### config.mk
export PLATFORM = sky130hd
export DESIGN_NAME = imem_loader
export DESIGN_NICKNAME = d
export VERILOG_FILES = /design/src/rtl/loader_pkg.sv /design/src/rtl/imem_loader_byte_packer.sv /design/src/rtl/imem_loader.sv
export SDC_FILE = /design/constraint.sdc
export NUM_CORES = 1
export LEC_CHECK = 0
export ABC_AREA = 0
export CORE_MARGIN = 2
export CORE_UTILIZATION = 35
export CTS_CLUSTER_SIZE = 10
export DETAILED_ROUTE_END_ITERATION = 10
export PLACE_DENSITY = 0.59
export SLEW_MARGIN = 20
export SYNTH_ARGS = -nofsm -noshare
export SYNTH_HDL_FRONTEND = slang
export SYNTH_SLANG_ARGS = --single-unit
### constraint.sdc
create_clock -name clk -period 4.05 [get_ports clk]
set_clock_uncertainty 0.1 [all_clocks]
set_input_delay 0.6075 -clock clk [delete_from_list [all_inputs] [get_ports clk]]
set_output_delay 0.6075 -clock clk [all_outputs]
set_load 0.03 [all_outputs]
### src/rtl/loader_pkg.sv
// Shared types and constants for the boot-time instruction-memory loader.
package loader_pkg;

  localparam int LEN_W      = 16;
  localparam int WORD_BYTES = 4;

  typedef enum logic [2:0] {
    LEN_LO,
    LEN_HI,
    DATA,
    CHK,
    HOLD,
    RUN,
    ERR
  } loader_state_t;

endpackage

### src/rtl/imem_loader_byte_packer.sv
// Packs a little-endian byte stream into 32-bit words and keeps the running
// XOR checksum of every byte it has packed since the last clear.
module byte_packer
  import loader_pkg::*;
(
  input  logic        clk,
  input  logic        reset,
  input  logic        clear,
  input  logic        en,
  input  logic [7:0]  data,
  output logic        word_valid,
  output logic [31:0] word,
  output logic [7:0]  csum
);

  logic [1:0]  byte_cnt;
  logic [23:0] lanes;

  // The lane-3 byte is combined directly, so the word is complete on the
  // same edge that accepts its last byte.
  assign word_valid = en && (byte_cnt == 2'(WORD_BYTES - 1));
  assign word       = {data, lanes};

  always_ff @(posedge clk) begin
    // NOTE: non-blocking assignments keep every register sampling pre-edge values.
    if (reset || clear) begin
      byte_cnt <= 2'd0;
      lanes    <= 24'd0;
      csum     <= 8'd0;
    end else if (en) begin
      byte_cnt <= byte_cnt + 2'd1;
      csum     <= csum ^ data;
      case (byte_cnt)
        2'd0:    lanes[7:0]   <= data;
        2'd1:    lanes[15:8]  <= data;
        2'd2:    lanes[23:16] <= data;
        default: ;
      endcase
    end
  end

endmodule

### src/rtl/imem_loader.sv
// Boot loader: receives a length-prefixed, checksummed image over valid/ready,
// writes it to instruction memory from address 0 and then releases the core.
module imem_loader
  import loader_pkg::*;
#(
  parameter int ADDR_W   = 8,
  parameter int RST_HOLD = 4
) (
  input  logic              clk,
  input  logic              reset,
  input  logic              rx_valid,
  input  logic [7:0]        rx_data,
  output logic              rx_ready,
  output logic              imem_we,
  output logic [ADDR_W-1:0] imem_addr,
  output logic [31:0]       imem_wdata,
  output logic              cpu_reset,
  output logic              done,
  output logic              err
);

  localparam int             HOLD_W  = (RST_HOLD > 1) ? $clog2(RST_HOLD) : 1;
  localparam logic [LEN_W:0] MAX_LEN = (LEN_W + 1)'(2 ** ADDR_W);

  loader_state_t     state;
  logic [LEN_W-1:0]  len;
  logic [ADDR_W:0]   word_idx;
  logic [HOLD_W-1:0] hold_cnt;

  logic              xfer;
  logic              pk_en;
  logic              pk_clear;
  logic              word_valid;
  logic [31:0]       word;
  logic [7:0]        csum;
  logic [LEN_W:0]    len_full;
  logic              last_word;

  assign xfer      = rx_valid && rx_ready;
  assign pk_en     = xfer && (state == DATA);
  assign pk_clear  = (state == LEN_LO);
  // Extra top bit so a 16-bit length can be compared against 2**ADDR_W safely.
  assign len_full  = {1'b0, rx_data, len[7:0]};
  assign last_word = (LEN_W'(word_idx) + LEN_W'(1)) == len;

  byte_packer u_packer (
    .clk        (clk),
    .reset      (reset),
    .clear      (pk_clear),
    .en         (pk_en),
    .data       (rx_data),
    .word_valid (word_valid),
    .word       (word),
    .csum       (csum)
  );

  always_ff @(posedge clk) begin
    if (reset) begin
      state      <= LEN_LO;
      len        <= '0;
      word_idx   <= '0;
      hold_cnt   <= '0;
      rx_ready   <= 1'b1;
      cpu_reset  <= 1'b1;
      imem_we    <= 1'b0;
      imem_addr  <= '0;
      imem_wdata <= '0;
      done       <= 1'b0;
      err        <= 1'b0;
    end else begin
      imem_we <= 1'b0;
      case (state)
        LEN_LO: if (xfer) begin
          len[7:0] <= rx_data;
          state    <= LEN_HI;
        end
        LEN_HI: if (xfer) begin
          len[15:8] <= rx_data;
          if (len_full == '0 || len_full > MAX_LEN) begin
            state    <= ERR;
            rx_ready <= 1'b0;
            err      <= 1'b1;
          end else begin
            state <= DATA;
          end
        end
        DATA: if (word_valid) begin
          imem_we    <= 1'b1;
          imem_addr  <= word_idx[ADDR_W-1:0];
          imem_wdata <= word;
          word_idx   <= word_idx + 1'b1;
          if (last_word) state <= CHK;
        end
        CHK: if (xfer) begin
          rx_ready <= 1'b0;
          if (rx_data == csum) begin
            state    <= HOLD;
            hold_cnt <= HOLD_W'(RST_HOLD - 1);
          end else begin
            state <= ERR;
            err   <= 1'b1;
          end
        end
        HOLD: begin
          if (hold_cnt == '0) begin
            state     <= RUN;
            cpu_reset <= 1'b0;
            done      <= 1'b1;
          end else begin
            hold_cnt <= hold_cnt - 1'b1;
          end
        end
        default: ;
      endcase
    end
  end

endmodule
==> impl_metrics.tcl, run 1 <==
set metrics [dict create \
    grt_pass1_vias 3689 \
    syn_inst 585 \
    slew_violations 0 \
    endpoint_kind "register" \
    cts_tree "done" \
    fp.dieArea_sq_mm 0.0143 \
    io_pins 56 \
    grt_overflow 0 \
    multiInputGateArea_sq_mm 0.00221 \
    hpwlAfterDp_microns 7590 \
    yosys_warnings 0 \
    fin_crit_sh_pct 62.2 \
    vdd_drop_max_v 0.000220 \
    ys_ff_latch 109 \
    die_x_microns 120 \
    rows 42 \
    post_synth.cell_area_avg_sq_um 8.00 \
    clock_latency_ns 0.35 \
    synth_nets 602 \
    crit_start "state[1]$_SDFFE_PP0P_" \
    drive_gt1_share_pct 5.69 \
    r2r-start "state[1]$_SDFFE_PP0P_" \
    drc 0 \
    p_leak_nw 1.82 \
    first_pass_iters 5 \
    post-cts-setup-buffers 0 \
    cp_max_fo 20 \
    clock_sinks 109 \
    cts_resized 0 \
    fin_crit_ns 2.52 \
    relSlewSlack_pct 50.3 \
    final_core_util_pct 42.3 \
    fin_area_sq_mm 0.00555 \
    r2r_end "word_idx[0]$_SDFFE_PP0P_" \
    drtAntennaViolNets 0 \
    critPathKind "register to register" \
    cp.arrival_ns 2.64 \
    fmax_mhz 397 \
    rsz0062_at_grt "no" \
    crit_end "word_idx[0]$_SDFFE_PP0P_" \
    grt_usage_pct 15.8 \
    diodes 0 \
    htreeDepth 3 \
    viasPerCell 4.94 \
    nets 627 \
    maxCapViolations 0 \
    critPathLaunchType "register" \
    antenna_found_initial 0 \
    grt_start_max_net_pins 54 \
    clkTransAtPathRegs_ns 0.08 \
    tns_ns 0 \
    tightest_slew_ns 0.746 \
    ys_types 43 \
    area_growth_pct 18.6 \
    hold_viol 0 \
    start_util_pct 35.6 \
    hold_buffers 0 \
    fillers 1354 \
    routedWlPerCell_microns 13.9 \
    holdCritPathClass "register to register" \
    cts_buffers 9 \
    worst-endpoint-required_ns 4.17 \
    drtIter0Drc 242 \
    place_congestion 0.853 \
    fp.coreArea_sq_mm 0.0131 \
    vias 3907 \
    die_h_microns 120 \
    grt_pass1_wl_microns 18200 \
    holdWs_ns 0.356 \
    fin_ws_ns 1.53 \
    clockBufferDepth 2 \
    postPlaceCellArea_sq_mm 0.00524 \
    power_density_mw_per_mm2 435 \
    status "finished clean" \
    reg2reg_depth 5 \
    drt-total-wl_microns 11000 \
    io_buffer_count 55 \
    pre_cts_ws_ns 1.20 \
    synth_area_sq_mm 0.00468 \
    setup_viol 0 \
    cts_root_buf "clkbuf_16" \
    r2r_setup_slack_ns 1.53 \
    yosysSeqAreaShare_pct 46.6 \
    seq_area_sq_mm 0.00218 \
]
## registers in the layout (all words and copies together), names as in the netlist
signal / cells
state: 3
word_idx: 9
hold_cnt: 2
len: 16
rx_ready: 1
imem_wdata: 32
u_packer.byte_cnt: 2
imem_we: 1
u_packer.lanes: 24
cpu_reset: 1
u_packer.csum: 8
imem_addr: 8
done: 1
err: 1
## worst min path at each step
| stage | startpoint | to | depth (start not counted) |
|---|---|---|---|
| after global routing | u_packer.lanes[19]$_SDFFE_PP0P_ | u_packer.lanes[19]$_SDFFE_PP0P_ | 2 |
| after CTS | u_packer.lanes[23]$_SDFFE_PP0P_ | u_packer.lanes[23]$_SDFFE_PP0P_ | 2 |
| final | imem_wdata[21]$_SDFFE_PP0P_ | imem_wdata[21]$_SDFFE_PP0P_ | 2 |
| after floorplan | u_packer.lanes[0]$_SDFFE_PP0P_ | imem_wdata[0]$_SDFFE_PP0P_ | 2 |
| after detailed placement | u_packer.lanes[8]$_SDFFE_PP0P_ | imem_wdata[8]$_SDFFE_PP0P_ | 2 |
| after global placement | imem_wdata[31]$_SDFFE_PP0P_ | imem_wdata[31]$_SDFFE_PP0P_ | 2 |
## placed cells by master, fill, tap and decap left out, types with 5 or more instances in the layout
master,Yosys,final
o21ai_0,16,16
nor3_1,5,5
dfxtp_1,109,109
xor2_1,21,21
inv_1,8,8
clkbuf_16,0,9
nor2_1,30,30
buf_4,11,7
clkdlybuf4s50_1,0,54
nand2_1,148,148
ha_1,6,6
a21oi_1,90,90
xnor2_1,15,15
nor4_1,6,6
nand3_1,37,36
## cell type report
cell class / count / share of cell area, %
clock buffer: 10 / 4.30
clock inverter: 6 / 1.40
inverter: 8 / 0.541
multi-input combinational: 420 / 39.7
sequential: 109 / 39.3
tap: 176 / 3.97
timing repair buffer: 62 / 10.8
## cell families after synthesis
family,after synthesis,share of synthesized area (%)
adders and majority gates,6,1.60
buffers and inverters,56,6.39
and+or+nand+nor,260,25.4
DFF,109,46.6
xor gates and xnor gates,36,6.73
AOI/OAI and AO/OA,118,13.3
## per-stage QoR
stage | instances | total power [mW]
finish | 791 | 2.42
global route | 791 | 2.52
CTS | 791 | 2.44
detailed placement | 775 | 1.52
global placement | 775 | 1.51
floorplan | 585 | 1.45
## power by group
group	total, mW	switching (mW)	internal (mW)
Combinational	0.326	0.206	0.120
Sequential	1.17	0.0575	1.11
Clock	0.922	0.412	0.510
## synthesized netlist by cell type
cell type	n	area, sq um
o221ai_1	1	8.76
o21a_1	2	15.0
clkbuf_1	14	52.6
a31oi_1	2	12.5
nor3_4	1	16.3
nor3b_1	2	15.0
a211oi_1	1	7.51
or2_2	1	6.26
and2_1	3	18.8
and4_1	1	8.76
nand2b_1	3	18.8
xnor2_1	15	131
nand2_1	148	556
or3_1	1	6.26
nor2b_1	4	25.0
nand3b_1	1	7.51
buf_6	3	33.8
nor2_1	30	113
o2bb2ai_1	1	8.76
a21oi_1	90	450
nand4_1	4	25.0
nor3_1	5	25.0
o22ai_1	1	6.26
nor4_1	6	37.5
inv_1	8	30.0
buf_4	11	82.6
xor2_1	21	184
a21boi_0	1	7.51
a2bb2oi_1	1	8.76
o21ai_0	16	80.1
nand2_2	1	6.26
nor4b_2	2	30.0
buf_2	20	100
a311oi_1	1	8.76
nor2_2	1	6.26
dfxtp_1	109	2180
and3_1	4	25.0
and2b_1	1	7.51
ha_1	6	75.1
nand3_1	37	185
o2111ai_1	1	8.76
nor3_2	3	30.0
nor3b_4	1	18.8
## critical path, stage by stage, from the launching register on
cell     delay (ns)
dfxtp_1        0.77
nor3b_4        0.35
and3_1         0.68
buf_4          0.32
xnor2_1        0.13
nor2_1         0.05
## routing by layer
metal	routed length (microns)	vias to the layer above	global-route usage, %
li1	-	1999	-
met1	5110	1820	21.2
met2	5250	75	26.1
met3	487	13	2.33
met4	164	0	5.44
met5	0	-	0
(Power assumes the default switching activity.)
==> run 2: changes to the inputs <==
- PLACE_DENSITY: 0.59 -> 0.61
- clock period: 4.05 -> 2.2 ns (I/O delays scaled with it)
==> run 2 against run 1 <==
Global-route usage rose by 0.80 points. Largest cell class unchanged. Power rose by 93%. Cell count rose by 2.9%. Register-to-register slack got worse by 1.2 ns. Critical endpoint is now u_packer.lanes[17]$_SDFFE_PP0P_. Sequential share of layout area fell by 1.4 points. Maximum frequency rose by 33%. Combinational power rose by 110%. First-iteration DRC count fell by 2.9%. Hold slack got worse by 0.0031 ns.
==> impl_metrics.tcl, run 2 (synthesis results as in run 1) <==
set metrics [dict create \
    power_mw 4.65 \
    cp.arrival_ns 2.01 \
    clkTransAtPathRegs_ns 0.07 \
    critPathLaunchType "register" \
    clock_latency_ns 0.35 \
    die_h_microns 120 \
    slowest_delay_ns 0.49 \
    fp.coreArea_sq_mm 0.0131 \
    postPlaceCellArea_sq_mm 0.00542 \
    grt_usage_pct 16.6 \
    cts_resized 0 \
    hold_depth 2 \
    top_layer "met4" \
    worst-endpoint-required_ns 2.32 \
    io_pins 56 \
    r2r_setup_slack_ns 0.31 \
    area_growth_pct 23.0 \
    post-cts-setup-buffers 0 \
    fin_crit_ns 1.89 \
    drtAntennaViolNets 0 \
    first_pass_iters 6 \
    mostFrequentLayoutCells "nand2_1, dfxtp_1, a21oi_1" \
    rsz0062_at_grt "no" \
    placed_cells 798 \
    htreeDepth 3 \
    fin_ws_ns 0.307 \
    p_leak_nw 1.94 \
    nets 650 \
    status "finished clean" \
    min_from "imem_wdata[27]$_SDFFE_PP0P_" \
    stdcell_count 814 \
    pwr-share-comb_pct 14.6 \
    holdCritPathClass "register to register" \
    slew_violations 0 \
    routedWlPerCell_microns 14.0 \
    critPathMostFrequentCell "nand2_1" \
    pre_cts_ws_ns 0.0697 \
    reg2reg_depth 6 \
    maxCapViolations 0 \
    tightest_slew_ns 0.511 \
    grt_start_max_net_pins 71 \
    hold_path_end "imem_wdata[27]$_SDFFE_PP0P_" \
    viasPerCell 4.96 \
    crit_slowest_cell "dfxtp_1" \
    start_util_pct 35.6 \
    largest_reg_flops 32 \
    switching_power_mw 1.22 \
    tns_ns 0 \
    fin_area_sq_mm 0.00576 \
    r2r_end "u_packer.lanes[17]$_SDFFE_PP0P_" \
    fp.dieArea_sq_mm 0.0143 \
    die_x_microns 120 \
    fmax_mhz 528 \
    power_density_mw_per_mm2 808 \
    drive_gt1_share_pct 8.78 \
    setup_viol 0 \
    power_frac_clock_pct 39.5 \
    diodes 0 \
    cts_tree "done" \
    regMostFlops "imem_wdata" \
    hpwlAfterDp_microns 8180 \
    p_sw_share_pct 26.2 \
    r2r-start "state[1]$_SDFFE_PP0P_" \
    drtIter0Drc 235 \
    endpoint_kind "register" \
    critPathKind "register to register" \
    antenna_found_initial 0 \
    hold_buffers 0 \
    clock_sinks 109 \
    grt_pass1_vias 3797 \
    cts_root_buf "clkbuf_16" \
    vdd_drop_max_v 0.000480 \
    wl_met1_microns 5200 \
    io_buffer_count 55 \
    final_core_util_pct 43.8 \
    drc 0 \
    seq_area_sq_mm 0.00218 \
    grt_overflow 0 \
    cp_max_fo 13 \
    drt-total-wl_microns 11400 \
    cts_buffers 9 \
    p_seq_share_pct 45.9 \
    holdWs_ns 0.353 \
    multiInputGateArea_sq_mm 0.00221 \
    relSlewSlack_pct 65.6 \
    hold_viol 0 \
    clockBufferDepth 2 \
    p_int_mw 3.43 \
    vias 4041 \
    crit_chain "nor3b_4, and2_1, buf_4, nand2_1, nand2_1, a21oi_1" \
    grt_pass1_wl_microns 19000 \
    fin_crit_sh_pct 86.1 \
    fillers 1307 \
    place_congestion 0.910 \
    mostFrequentLayoutCell "nand2_1" \
    dr_wl_met2_microns 5540 \
    met3_length_microns 511 \
    rows 42 \
    top_regs "imem_wdata: 32 flops, u_packer.lanes: 24 flops, len: 16 flops" \
]
-- run 2: final cells by class --
type,count,share of cell area (%)
clock buffers,11,4.04
clock inverters,5,1.85
inverters,8,0.521
multi-input cells,420,38.3
flip-flops and latches,109,37.9
well taps,176,3.82
repair buffers,85,13.6
-- run 2: power groups by stage --
stage | logic [mW] | registers [mW] | clock network, mW
after floorplan | 0.513 | 2.16 | 0
after global placement | 0.667 | 2.18 | 0
after detailed placement | 0.674 | 2.18 | 0
after CTS | 0.678 | 2.14 | 1.89
after global routing | 0.759 | 2.15 | 1.96
final | 0.679 | 2.14 | 1.84
-- run 2: how the worst max path moves through the flow --
| stage | from | end | slack [ns] | depth (start not counted) |
|---|---|---|---|---|
| floorplan | word_idx[1]$_SDFFE_PP0P_ | state[0]$_SDFFE_PP0P_ | 0.54 | 6 |
| global placement | rx_data[1] | state[2]$_SDFFE_PP0P_ | 0.09 | 6 |
| detailed placement | rx_data[1] | state[2]$_SDFFE_PP0P_ | 0.07 | 6 |
| CTS | state[1]$_SDFFE_PP0P_ | u_packer.lanes[17]$_SDFFE_PP0P_ | 0.31 | 6 |
| global route | state[1]$_SDFFE_PP0P_ | u_packer.lanes[17]$_SDFFE_PP0P_ | 0.14 | 6 |
| finish | state[1]$_SDFFE_PP0P_ | u_packer.lanes[17]$_SDFFE_PP0P_ | 0.31 | 6 |
-- run 2: critical path: cells and delay by family, from the launching register on --
kind	cells	cell delay, ns
AO/OA/AOI/OAI	1	0.07
buffers and inverters	1	0.19
flip-flops	1	0.49
AND/OR/NAND/NOR	4	0.89
-- run 2: metal layers --
layer | vias up | track usage, %
met3 | 12 | 4.09
met2 | 94 | 27.9
met5 | - | 0
li1 | 2035 | -
met4 | 0 | 4.26
met1 | 1900 | 21.4
==> run 3: changes to the inputs <==
- PLACE_DENSITY: 0.61 -> 0.52
- clock period: 2.2 -> 2.06 ns (I/O delays scaled with it)
==> run 3 against run 2 <==
First-iteration DRC count is 3.8% lower. Clock power decreased by 9.8%. Die area unchanged. Routed wire length fell by 0.27%. Register-to-register slack got worse by 0.06 ns. Critical endpoint is now hold_cnt[1]$_SDFFE_PP0P_. Utilization fell by 0.23 points. Sequential share of layout area increased by 0.20 points. Design area fell by 0.52%. Clock-buffer cell count increased by 2. Non-clock buffer count is the same. Sequential cell count unchanged. Via count fell by 2.5%.
==> impl_metrics.tcl, run 3 (synthesis results as in run 1) <==
set metrics [dict create \
    status "finished clean" \
    crit_slowest_cell "clkdlybuf4s50_1" \
    io_buffer_count 55 \
    r2r-start "state[0]$_SDFFE_PP0P_" \
    place_congestion 0.815 \
    routedWlPerCell_microns 13.9 \
    slew_violations 0 \
    relSlewSlack_pct 72.9 \
    min_from "reset" \
    endpoint_kind "register" \
    setup_viol 0 \
    grt_usage_pct 16.6 \
    vdd_drop_max_v 0.000493 \
    hpwlAfterDp_microns 8100 \
    hold_viol 0 \
    tightest_slew_ns 0.403 \
    tns_ns 0 \
    fin_area_sq_mm 0.00573 \
    cp_max_fo 7 \
    cts_root_buf "clkbuf_16" \
    area_growth_pct 22.4 \
    top_regs "imem_wdata: 32 flops, u_packer.lanes: 24 flops, len: 16 flops" \
    cts_buffers 9 \
    power_density_mw_per_mm2 820 \
    diodes 0 \
    rows 42 \
    path_delay_family "buffers and inverters" \
    vias 3938 \
    fp.coreArea_sq_mm 0.0131 \
    htreeDepth 3 \
    critPathKind "primary input to register" \
    regMostFlops "imem_wdata" \
    placed_cells 798 \
    grt_start_max_net_pins 39 \
    crit_start "rx_data[0]" \
    die_x_microns 120 \
    mostFrequentLayoutCells "nand2_1, dfxtp_1, a21oi_1" \
    maxCapViolations 0 \
    drive_gt1_share_pct 8.93 \
    grt_pass1_wl_microns 18700 \
    drc 0 \
    rsz0062_at_grt "no" \
    clkTransAtPathRegs_ns 0.07 \
    clockBufferDepth 2 \
    p_leak_nw 1.92 \
    viasPerCell 4.84 \
    hold_depth 3 \
    crit_chain "clkdlybuf4s50_1, xor2_1, nor4_1, a21oi_1, o21ai_0, and3_1" \
    drtIter0Drc 226 \
    power_mw 4.70 \
    grt_overflow 0 \
    fmax_mhz 550 \
    antenna_found_initial 0 \
    holdCritPathClass "primary input to register" \
    cp.arrival_ns 1.97 \
    hold_path_end "word_idx[5]$_SDFFE_PP0P_" \
    postPlaceCellArea_sq_mm 0.00545 \
    nets 650 \
    fin_crit_sh_pct 88.3 \
    critPathLaunchType "primary input" \
    first_pass_iters 4 \
    largest_reg_flops 32 \
    drt-total-wl_microns 11400 \
    start_util_pct 35.6 \
    r2r_setup_slack_ns 0.25 \
    mostFrequentLayoutCell "nand2_1" \
    post-cts-setup-buffers 0 \
    drtAntennaViolNets 0 \
    fp.dieArea_sq_mm 0.0143 \
    clock_sinks 109 \
    grt_pass1_vias 3679 \
    fin_crit_ns 1.82 \
    hold_buffers 0 \
    slowest_delay_ns 0.68 \
    die_h_microns 120 \
    reg2reg_depth 5 \
    cts_tree "done" \
    stdcell_count 814 \
    worst-endpoint-required_ns 2.21 \
    worst-path-buf-inv 1 \
    r2r_end "hold_cnt[1]$_SDFFE_PP0P_" \
    io_pins 56 \
    clock_latency_ns 0.35 \
]
[run 3: changes by cell type in the layout (fill, tap and decap cells not counted)]
cell and change:
nand3_2 +1, clkinvlp_4 -1, bufinv_16 -3, buf_12 +2, nand3_1 -1, clkinv_2 +2, clkbuf_8 +2, buf_4 -2
[run 3: worst max path at each step]
stage / slack, ns / cells after the start / to
finish: 0.24 / 6 / hold_cnt[1]$_SDFFE_PP0P_
global route: 0.06 / 6 / state[0]$_SDFFE_PP0P_
CTS: 0.16 / 6 / state[0]$_SDFFE_PP0P_
detailed placement: -0.1 / 6 / hold_cnt[1]$_SDFFE_PP0P_
global placement: -0.08 / 6 / hold_cnt[1]$_SDFFE_PP0P_
floorplan: 0.40 / 6 / state[0]$_SDFFE_PP0P_
[run 3: cell type report]
| class | count | area, sq um |
|---|---|---|
| multi-input combinational | 420 | 2210 |
| clock inverter | 3 | 18.8 |
| fill | 1337 | 7410 |
| timing repair buffer | 85 | 808 |
| sequential | 109 | 2180 |
| tap | 176 | 220 |
| inverter | 8 | 30.0 |
| clock buffer | 13 | 260 |
[run 3: repair_timing]
| item | 4_1_cts | 5_1_grt |
|---|---|---|
| hold endpoints to repair | 0 | 0 |
| gates resized for setup | 0 | 1 |
| endpoints found under the setup margin | 0 | 1 |
[run 3: power by group]
| group | internal (mW) | switching, mW |
|---|---|---|
| clock | 0.889 | 0.773 |
| sequential | 2.19 | 0.0903 |
| combinational | 0.308 | 0.449 |
| total | 3.38 | 1.31 |
[run 3: per-stage QoR]
step           setup WS, ns  utilization (%)  hold slack [ns]
5_1_grt              0.0576             43.6            0.372
6_report              0.241             43.6            0.348
2_1_floorplan         0.396                -            0.332
3_5_place_dp        -0.0991             41.5            0.346
3_3_place_gp        -0.0788             41.5            0.345
4_1_cts               0.160             43.6            0.347
[run 3: layer usage]
| layer | wire length, microns | GRT usage [%] | vias up |
|---|---|---|---|
| li1 | - | - | 2029 |
| met1 | 5440 | 21.8 | 1836 |
| met2 | 5370 | 27.1 | 64 |
| met3 | 445 | 4.42 | 9 |
| met4 | 101 | 4.19 | 0 |
| met5 | 0 | 0 | - |
[run 3: worst min-delay path, cell delays in order]
cell and delay, ns:
buf_2 0.12, buf_4 0.21, nor2_1 0.11
